[src/rtl/led_seq_ctrl.sv]
// Write scheduler for the 24-bit LED peripheral: CPU updates and a blink/rotate pattern engine share one
// write port, each update split into low-half (addr 00) and high-byte (addr 10) writes. Option: LED_SEQ_SKIP_HI_EN.
module led_seq_ctrl #(
    parameter int DIV_W = 16
) (
    input  logic             clk,
    input  logic             ledrst,
    input  logic             cpu_req,
    input  logic [23:0]      cpu_data,
    output logic             cpu_ack,
    input  logic [1:0]       mode,
    input  logic [DIV_W-1:0] tick_div,
    output logic             led_cs,
    output logic             led_write,
    output logic [1:0]       led_addr,
    output logic [15:0]      led_wdata,
    output logic             busy,
    output logic             tick_miss
);

    typedef enum logic [1:0] {
        ST_IDLE  = 2'b00,
        ST_WR_LO = 2'b01,
        ST_WR_HI = 2'b10
    } state_t;

    localparam logic [DIV_W-1:0] DIV_ZERO = {DIV_W{1'b0}};
    localparam logic [DIV_W-1:0] DIV_ONE  = {{(DIV_W-1){1'b0}}, 1'b1};

    state_t             state_r, state_s;
    logic [23:0]        base_r, base_s, pat_r, pat_s, shadow_r, shadow_s, nxt_r, nxt_s;
    logic               phase_r, phase_s;
    logic [DIV_W-1:0]   div_cnt_r, div_cnt_s;
    logic               tick_pend_r, tick_pend_s, tick_miss_s;
    logic               pat_mode_s, div_run_s, tick_s, clr_pend_s;
    logic               cs_s, ack_s, busy_s;
    logic [1:0]         addr_s;
    logic [15:0]        wdata_s;

    function automatic logic [23:0] rotl1(input logic [23:0] v);
        return {v[22:0], v[23]};
    endfunction

    // Pattern tick divider; >= lets a shrinking tick_div wrap at once instead of running to overflow
    always_comb begin
        pat_mode_s = (mode == 2'b01) || (mode == 2'b10);
        div_run_s  = pat_mode_s && (tick_div != DIV_ZERO);
        tick_s     = 1'b0;
        div_cnt_s  = DIV_ZERO;
        if (div_run_s) begin
            if (div_cnt_r >= (tick_div - DIV_ONE)) begin
                tick_s    = 1'b1;
                div_cnt_s = DIV_ZERO;
            end else begin
                div_cnt_s = div_cnt_r + DIV_ONE;
            end
        end else begin
            div_cnt_s = DIV_ZERO;
        end
    end

    // Scheduler FSM: next state, update value and next registered peripheral outputs
    always_comb begin
        state_s    = state_r;
        base_s     = base_r;
        pat_s      = pat_r;
        phase_s    = phase_r;
        nxt_s      = nxt_r;
        shadow_s   = shadow_r;
        clr_pend_s = 1'b0;
        ack_s      = 1'b0;
        case (state_r)
            ST_IDLE: begin
                if (cpu_req) begin
                    base_s  = cpu_data;
                    pat_s   = cpu_data;
                    phase_s = 1'b1;
                    nxt_s   = cpu_data;
                    ack_s   = 1'b1;
                    state_s = ST_WR_LO;
                end else if (tick_pend_r) begin
                    clr_pend_s = 1'b1;
                    case (mode)
                        2'b01: begin
                            phase_s = ~phase_r;
                            nxt_s   = phase_r ? 24'h00_0000 : base_r;
                            state_s = ST_WR_LO;
                        end
                        2'b10: begin
                            pat_s   = rotl1(pat_r);
                            nxt_s   = rotl1(pat_r);
                            state_s = ST_WR_LO;
                        end
                        default: state_s = ST_IDLE;
                    endcase
                end else begin
                    state_s = ST_IDLE;
                end
            end
            ST_WR_LO: begin
`ifdef LED_SEQ_SKIP_HI_EN
                // Peripheral already holds this high byte, so the update completes with the low write
                if (nxt_r[23:16] == shadow_r[23:16]) begin
                    shadow_s = nxt_r;
                    state_s  = ST_IDLE;
                end else begin
                    state_s  = ST_WR_HI;
                end
`else
                state_s = ST_WR_HI;
`endif
            end
            ST_WR_HI: begin
                shadow_s = nxt_r;
                state_s  = ST_IDLE;
            end
            default: state_s = ST_IDLE;
        endcase

        cs_s    = 1'b0;
        busy_s  = 1'b0;
        addr_s  = led_addr;
        wdata_s = led_wdata;
        case (state_s)
            ST_WR_LO: begin
                cs_s    = 1'b1;
                busy_s  = 1'b1;
                addr_s  = 2'b00;
                wdata_s = nxt_s[15:0];
            end
            ST_WR_HI: begin
                cs_s    = 1'b1;
                busy_s  = 1'b1;
                addr_s  = 2'b10;
                wdata_s = {8'h00, nxt_s[23:16]};
            end
            default: begin
                cs_s    = 1'b0;
                busy_s  = 1'b0;
            end
        endcase

        // A tick landing in the serving cycle re-arms pending rather than counting as a miss
        tick_pend_s = (tick_pend_r && !clr_pend_s) || tick_s;
        tick_miss_s = tick_miss || (tick_s && tick_pend_r && !clr_pend_s);
    end

    // State, pattern registers and registered peripheral outputs
    always_ff @(posedge clk or posedge ledrst) begin
        if (ledrst) begin
            state_r     <= ST_IDLE;
            base_r      <= 24'h00_0000;
            pat_r       <= 24'h00_0000;
            shadow_r    <= 24'h00_0000;
            nxt_r       <= 24'h00_0000;
            phase_r     <= 1'b1;
            div_cnt_r   <= DIV_ZERO;
            tick_pend_r <= 1'b0;
            tick_miss   <= 1'b0;
            cpu_ack     <= 1'b0;
            led_cs      <= 1'b0;
            led_write   <= 1'b0;
            led_addr    <= 2'b00;
            led_wdata   <= 16'h0000;
            busy        <= 1'b0;
        end else begin
            state_r     <= state_s;
            base_r      <= base_s;
            pat_r       <= pat_s;
            shadow_r    <= shadow_s;
            nxt_r       <= nxt_s;
            phase_r     <= phase_s;
            div_cnt_r   <= div_cnt_s;
            tick_pend_r <= tick_pend_s;
            tick_miss   <= tick_miss_s;
            cpu_ack     <= ack_s;
            led_cs      <= cs_s;
            led_write   <= cs_s;
            led_addr    <= addr_s;
            led_wdata   <= wdata_s;
            busy        <= busy_s;
        end
    end

endmodule

[config.mk]
export PLATFORM = sky130hd
export DESIGN_NAME = led_seq_ctrl
export DESIGN_NICKNAME = d
export VERILOG_FILES = /design/src/rtl/led_seq_ctrl.sv
export SDC_FILE = /design/constraint.sdc
export NUM_CORES = 1
export LEC_CHECK = 0
export BUFFER_PORTS_ARGS = -buffer_cell sky130_fd_sc_hd__buf_2
export CAP_MARGIN = 20
export CORE_ASPECT_RATIO = 0.7
export CORE_MARGIN = 2
export CORE_UTILIZATION = 55
export CTS_CLUSTER_DIAMETER = 200
export DETAILED_ROUTE_END_ITERATION = 8
export PLACE_DENSITY = 0.84
export SLEW_MARGIN = 10
export SYNTH_ARGS = -nofsm -noshare
export SYNTH_HDL_FRONTEND = slang
export SYNTH_SLANG_ARGS = --single-unit
[constraint.sdc]
create_clock -name clk -period 8.7 [get_ports clk]
set_clock_uncertainty 0.2 [all_clocks]
set_input_delay 1.305 -clock clk [delete_from_list [all_inputs] [get_ports clk]]
set_output_delay 1.305 -clock clk [all_outputs]
set_load 0.02 [all_outputs]
# == After elaboration in Yosys (flattened, before gate mapping) ==
# Index checks and enable logic that the tools add are counted.
# word_totals
in_bits,45
ff_bits,113
# op_classes
n_lt_le_gt_ge,1
reduce_logical,19
n_eq_ne,5
n_addsub,2
n_mux,27
bitwise_logic,1
# op_table
cell,count
$mux 24,7
$pmux 24 s2,1
$mux 16,2
$pmux 16 s2,1
$add 16x1->16 const B,1
$ge 16x16->1,1
$reduce_bool 16->1,1
$sub 16x1->16 const B,1
$mux 1,12
$pmux 2 s2,2
$reduce_bool 2->1,4
$eq 2x1->1 const B,3
$reduce_and 3->1,2
$eq 2x2->1 const B,2
$logic_and 1x1->1,4
$mux 2,2
$reduce_or 2->1,2
$logic_or 1x1->1,3
$logic_not 2->1,1
$reduce_and 2->1,1
$logic_not 1->1,1
$not 1->1,1

# == Longest topological paths before layout ==
# Gate-level depths: netlist of the first run.
# depth
ltp_word,9
ltp_mapped,13
mapped_depth_nobuf,12

# == Worst setup path before layout of the first run ==
# Ideal clock, no wire load.
# synth_timing
path_kind,in2reg
start,input tick_div[5]
end,register div_cnt_r[7]
path_slack_ps,4452
stages,11
setup_ps,69
arrival_time_ps,3979
n_path_buf,1
required_time_ps,8431
cell_sequence,or4_4 -> nor4_4 -> nand2_1 -> xor2_1 -> ha_1 -> and3_1 -> a221o_1 -> a21oi_1 -> nand4_4 -> buf_12 -> nor2_2
# synth_via
elab_chain_cells,4
# synth_rtl
item,line,rtl
from (decl),12,"input logic [DIV_W-1:0] tick_div,"
$sub 16x1->16,51,if (div_cnt_r >= (tick_div - DIV_ONE)) begin
$ge 16x16->1,51,
$mux 16,51,
$mux 16 (*),50,if (div_run_s) begin
named net div_cnt_s[7],33,"logic [DIV_W-1:0] div_cnt_r, div_cnt_s;"
to (signal assigned),173,div_cnt_r <= div_cnt_s;
to (decl),33,
# The timed path passes the listed nets; every way through them passes the cells marked *.
# A chain may end at the register's enable or synchronous reset.

# == Worst setup path after layout of the first run ==
# layout_timing
start,input tick_div[5]
end,register div_cnt_r[4]
# Same word-level chain as after synthesis.

==> metrics.cfg, run 1 <==
[finish]
nNetsFinal = 650
instances_no_fill = 714
num_antenna_cells = 0
syn_to_final_growth_pct = 14.2
drive_gt1_share_pct = 18.5

[logic_synthesis]
syn-cell-area_sq_um = 5060
syn_inst = 528
avgSynthCellArea_sq_um = 9.58
synth_ff_type = dfrtp_1
synth_top_area_cell = dfrtp_1
synth-edff-count = 0
synthDistinctLibCells = 43
yosys-top-cells-area = dfrtp_1 47%, nand2_1 8.7%, ha_1 4.9%
async_flop_share_pct = 100
yosys_warnings = 0
yosys.area.top_type_share_pct = 47.0
synth_seq_area_share_pct = 47.5
synth_commonest_cells = 117 x nand2_1, 95 x dfrtp_1, 41 x nor2_1, 30 x a21oi_1, 30 x a22oi_1
yosysMostFrequentCell = nand2_1
ys_ff_latch = 96
syn-num-nets = 593

[min_path]
min_path_type = reg -> reg
min_from = led_addr[1]
holdPathStages = 1
min_to = led_addr[1]

[clocking]
clk_pin_slew_worst_paths_ns = 0.06
clk_path_buf_depth = 2
cts.sinks = 96
htreeDepth = 3
hold_buffers = 0
post_cts_resized = 0
clock_latency_ns = 0.35
clockRootBuffer = clkbuf_16
post-cts-setup-buffers = 0
numCtsBuffers = 9
tritoncts = yes

[sta]
hold_ws_ns = 0.269
max_slew.worst_pin.slew_ns = 0.957
min_period_ns = 4.27
setup_viol = 0
fin_ws_ns = 4.43
slew_violations = 0
hold_viol = 0
rsz0062_at_grt = false
fin_crit_sh_pct = 49.1
fmax_ghz = 0.234
setup_tns_ns = 0
slew_headroom_pct = 36.2

[floorplanning]
dieWidth_um = 119
core_area_sq_um = 9000
rows = 29
initial_core_util_pct = 56.2
ios = 68
die_area_sq_um = 9990
fp.dieH_um = 84.2

[global_route]
grt_start_max_net_pins = 79
grt_pass1_vias = 4042
grt_overflow = 0
grt_pass1_wl_mm = 19.7
antenna_found_initial = 0
grt_usage_pct = 24.8

[run]
drv_cap = 0

[setup_path]
startpoint_type = input port
cp.required_ns = 8.77
crit_start = tick_div[5]
r2r-start = div_cnt_r[1]
path_max_fanout = 16
r2r_slack_ns = 6.03
reg2reg_to = div_cnt_r[4]
reg2reg_depth = 6
critPathArrivalTime_ns = 4.34
worstSetupPathType = in -> reg
endpoint_kind = flop

[placed_design]
place_congestion = 0.781
port_buffers = 66
dp_cells = 696
pre_cts_slack_ns = 4.09
dp_hpwl_mm = 7.71

[route]
vias_per_cell = 5.80
drt_iter0_drc = 474
wl_mm = 11.7
postRouteAntennaNets = 0
drcViolationCount = 0
vias = 4139
drt_pre_antenna_iters = 5
routedWlPerCell_um = 16.4

[power]
ir_drop_mv = 0.149
p_per_area_nw_per_um2 = 244
p_leak_uw = 0.00285
finalPower_uw = 1410

[outcome]
outcome = complete, no violations

## cell families after synthesis
| kind of cell | count (synthesis) | share of synthesized area (%) |
|---|---|---|
| adders and majority gates | 20 | 4.95 |
| other | 1 | 0.0742 |
| muxes | 24 | 4.75 |
| AOI/OAI and AO/OA | 104 | 14.5 |
| xor gates and xnor gates | 28 | 4.85 |
| buffers and inverters | 40 | 3.56 |
| and+or+nand+nor | 215 | 19.7 |
| DFF | 96 | 47.5 |
## metal layers
layer  share of wire (%)  up-vias  GRT usage, %
met5                   0        -             0
met4                 1.5        0          6.82
met3                 5.6       20          6.18
met2                  47      137          38.6
met1                  46     2023          35.0
li1                    -     1959             -
## registers in the layout, summed over array words and instances, names as in the netlist, 2 cells and up
name,cells
base_r,24
pat_r,24
div_cnt_r,16
led_wdata,16
nxt_r,8
state_r,2
## cell type report
class	count	area (sq um)
Tap cell	124	155
Sequential cell	96	2400
Fill cell	730	3220
Inverter	10	38.8
Timing Repair Buffer	76	413
Multi-Input combinational cell	392	2480
Clock inverter	2	12.5
Clock buffer	14	274
## metrics by stage
| stage | instance area [sq um] | utilization [%] |
|---|---|---|
| global route | 5770 | 64.2 |
| finish | 5770 | 64.2 |
| detailed placement | 5470 | 60.7 |
| global placement | 5470 | 60.7 |
| CTS | 5750 | 63.9 |
| floorplan | 5060 | - |
## worst max path at each step
stage                          endpoint  cells after the start  slack (ns)
after global routing       div_cnt_r[4]                     11        4.24
after detailed placement  div_cnt_r[15]                     11        4.09
after floorplan            div_cnt_r[7]                     11        4.45
after global placement     div_cnt_r[3]                     11        4.20
after CTS                  div_cnt_r[4]                     11        4.44
final                      div_cnt_r[4]                     11        4.43
## layout by cell type (no fill, tap or decap), drive strengths merged, types with 6 or more instances in the layout
cell and count:
nand3 10, dfrtp 95, a22o 25, nor4 6, nor2 51, buf 76
inv 9, a21oi 31, ha 20, nor3 7, nand4 6, clkbuf 14
nand2 117, a22oi 30, xnor2 16, a21o 7, xor2 12, mux2i 24
## worst max-delay path, cell delays in order
cell	delay (ns)
buf_2	0.12
or4_4	0.58
nor4_4	0.38
nand2_1	0.11
xor2_1	0.16
ha_1	0.31
and3_1	0.18
a221o_1	0.34
a21oi_1	0.28
nand4_4	0.35
nor2_1	0.22
## where the power goes
part,total [uW],switching [uW],internal [uW]
registers,663,88.6,574
logic,367,223,144
clock network,380,163,217
total,1410,475,935
Note: power is estimated with default switching activity, not from simulation.
==> inputs of run 2 (changes only) <==
==> constraint.sdc (replaced) <==
create_clock -name clk -period 4.1 [get_ports clk]
set_clock_uncertainty 0.2 [all_clocks]
set_input_delay 0.615 -clock clk [delete_from_list [all_inputs] [get_ports clk]]
set_output_delay 0.615 -clock clk [all_outputs]
set_load 0.02 [all_outputs]
==> run 2 against run 1 <==
Clock power grew to 2.5 times the previous value. Critical path depth unchanged. Worst hold slack got worse by 0.092 ns. Sequential power up 110%. Non-clock buffer count is 1 higher. Largest power group unchanged. Highest routed layer unchanged.
==> metrics.cfg, run 2 (synthesis results as in run 1) <==
[floorplanning]
fp.dieH_um = 84.2
initial_core_util_pct = 56.2
dieWidth_um = 119
die_area_sq_um = 9990
core_area_sq_um = 9000
ios = 68
rows = 29

[setup_path]
endpoint_kind = flop
reg2reg_to = div_cnt_r[15]
cp.required_ns = 4.15
startpoint_type = input port
reg2reg_depth = 6
critPathArrivalTime_ns = 3.67
r2r_slack_ns = 1.38
r2r-start = div_cnt_r[1]
path_max_fanout = 16
worstSetupPathType = in -> reg

[sta]
min_period_ns = 3.62
slew_violations = 0
fin_ws_ns = 0.476
setup_tns_ns = 0
hold_viol = 0
fin_crit_sh_pct = 88.4
hold_ws_ns = 0.177
slew_headroom_pct = 29.5
rsz0062_at_grt = false
setup_viol = 0
fmax_ghz = 0.276
max_slew.worst_pin.slew_ns = 1.06

[placed_design]
place_congestion = 0.780
dpl-instance-area_sq_um = 5480
dp_cells = 698
dp_hpwl_mm = 7.97
port_buffers = 66
pre_cts_slack_ns = 0.140

[power]
power.internal_uw = 2130
p_leak_uw = 0.00288
p_per_area_nw_per_um2 = 544
swShare_pct = 32.9
power_switching_uw = 1040
power_frac_comb_pct = 24.9
p_seq_share_pct = 44.6
ir_drop_mv = 0.289
power_frac_clock_pct = 30.5

[finish]
nNetsFinal = 651
final_common_cell = nand2_1
num_antenna_cells = 0
fin_area_sq_um = 5830
syn_to_final_growth_pct = 15.3
instances_no_fill = 715
layout_common_cells = 117 x nand2_1, 95 x dfrtp_1, 66 x buf_2
largest_registers = base_r: 24 flops, pat_r: 24 flops
drive_gt1_share_pct = 18.8

[clocking]
htreeDepth = 3
clockRootBuffer = clkbuf_16
post-cts-setup-buffers = 0
post_cts_resized = 0
tritoncts = yes
hold_buffers = 0
clock_latency_ns = 0.34
clk_path_buf_depth = 2
clk_pin_slew_worst_paths_ns = 0.07
cts.sinks = 96
numCtsBuffers = 9

[global_route]
grt_start_max_net_pins = 49
grt_pass1_wl_mm = 20.7
grt_overflow = 0
grt_pass1_vias = 4136
grt_usage_pct = 25.8
antenna_found_initial = 0

[route]
wl_mm = 12.2
drt_pre_antenna_iters = 7
drcViolationCount = 0
vias_per_cell = 5.90
vias = 4221
routedWlPerCell_um = 17.1
postRouteAntennaNets = 0
drt_iter0_drc = 365

[outcome]
outcome = complete, no violations

[run]
drv_cap = 0

[min_path]
min_path_type = in -> async

==> run 2: changes by cell type in the layout (fill, tap and decap cells not counted) <==
cell,previous run,this run
buf_4,9,11
inv_6,0,1
bufinv_16,0,3
clkbuf_8,3,0
buf_8,1,0
clkinvlp_4,1,0
clkbuf_1,2,1
inv_8,0,1
==> run 2: layer usage <==
| metal | vias to the layer above | wire (um) | global-route usage (%) |
|---|---|---|---|
| met5 | - | 0 | 0 |
| met1 | 2068 | 5560 | 37.0 |
| met2 | 174 | 5750 | 41.2 |
| li1 | 1958 | - | - |
| met4 | 0 | 160 | 6.60 |
| met3 | 21 | 754 | 4.69 |
==> run 2: worst max path at each step <==
stage / startpoint / to
6_report: tick_div[5] / div_cnt_r[15]
3_3_place_gp: tick_div[5] / div_cnt_r[2]
2_1_floorplan: tick_div[5] / div_cnt_r[7]
3_5_place_dp: tick_div[5] / div_cnt_r[3]
4_1_cts: tick_div[5] / div_cnt_r[3]
5_1_grt: tick_div[5] / div_cnt_r[3]
==> run 2: power by group through the flow <==
stage | sequential [uW] | clock (uW) | combinational, uW
after global placement | 1400 | 0 | 737
final | 1410 | 968 | 790
after detailed placement | 1420 | 0 | 771
after global routing | 1440 | 1020 | 878
after floorplan | 1450 | 0 | 477
after CTS | 1410 | 974 | 787
==> run 2: cell type report <==
type,instances,area (sq um)
inverters,10,38.8
fillers,741,3170
well taps,124,155
clock buffers,10,229
flip-flops and latches,96,2400
repair buffers,77,413
clock inverters,6,115
multi-input cells,392,2480
==> run 2: through the flow <==
stage	power, uW	utilization [%]
2_1_floorplan	1930	-
3_5_place_dp	2190	60.9
5_1_grt	3340	64.8
4_1_cts	3170	64.7
6_report	3170	64.8
3_3_place_gp	2130	60.9
==> run 2: critical path, stage by stage <==
cell and delay (ns):
buf_2 0.12, or4_4 0.58, nor4_4 0.39, nand2_1 0.11, xor2_1 0.16, ha_1 0.30
and3_1 0.18, a221o_1 0.34, a21oi_1 0.27, nand4_4 0.36, nor2_1 0.23
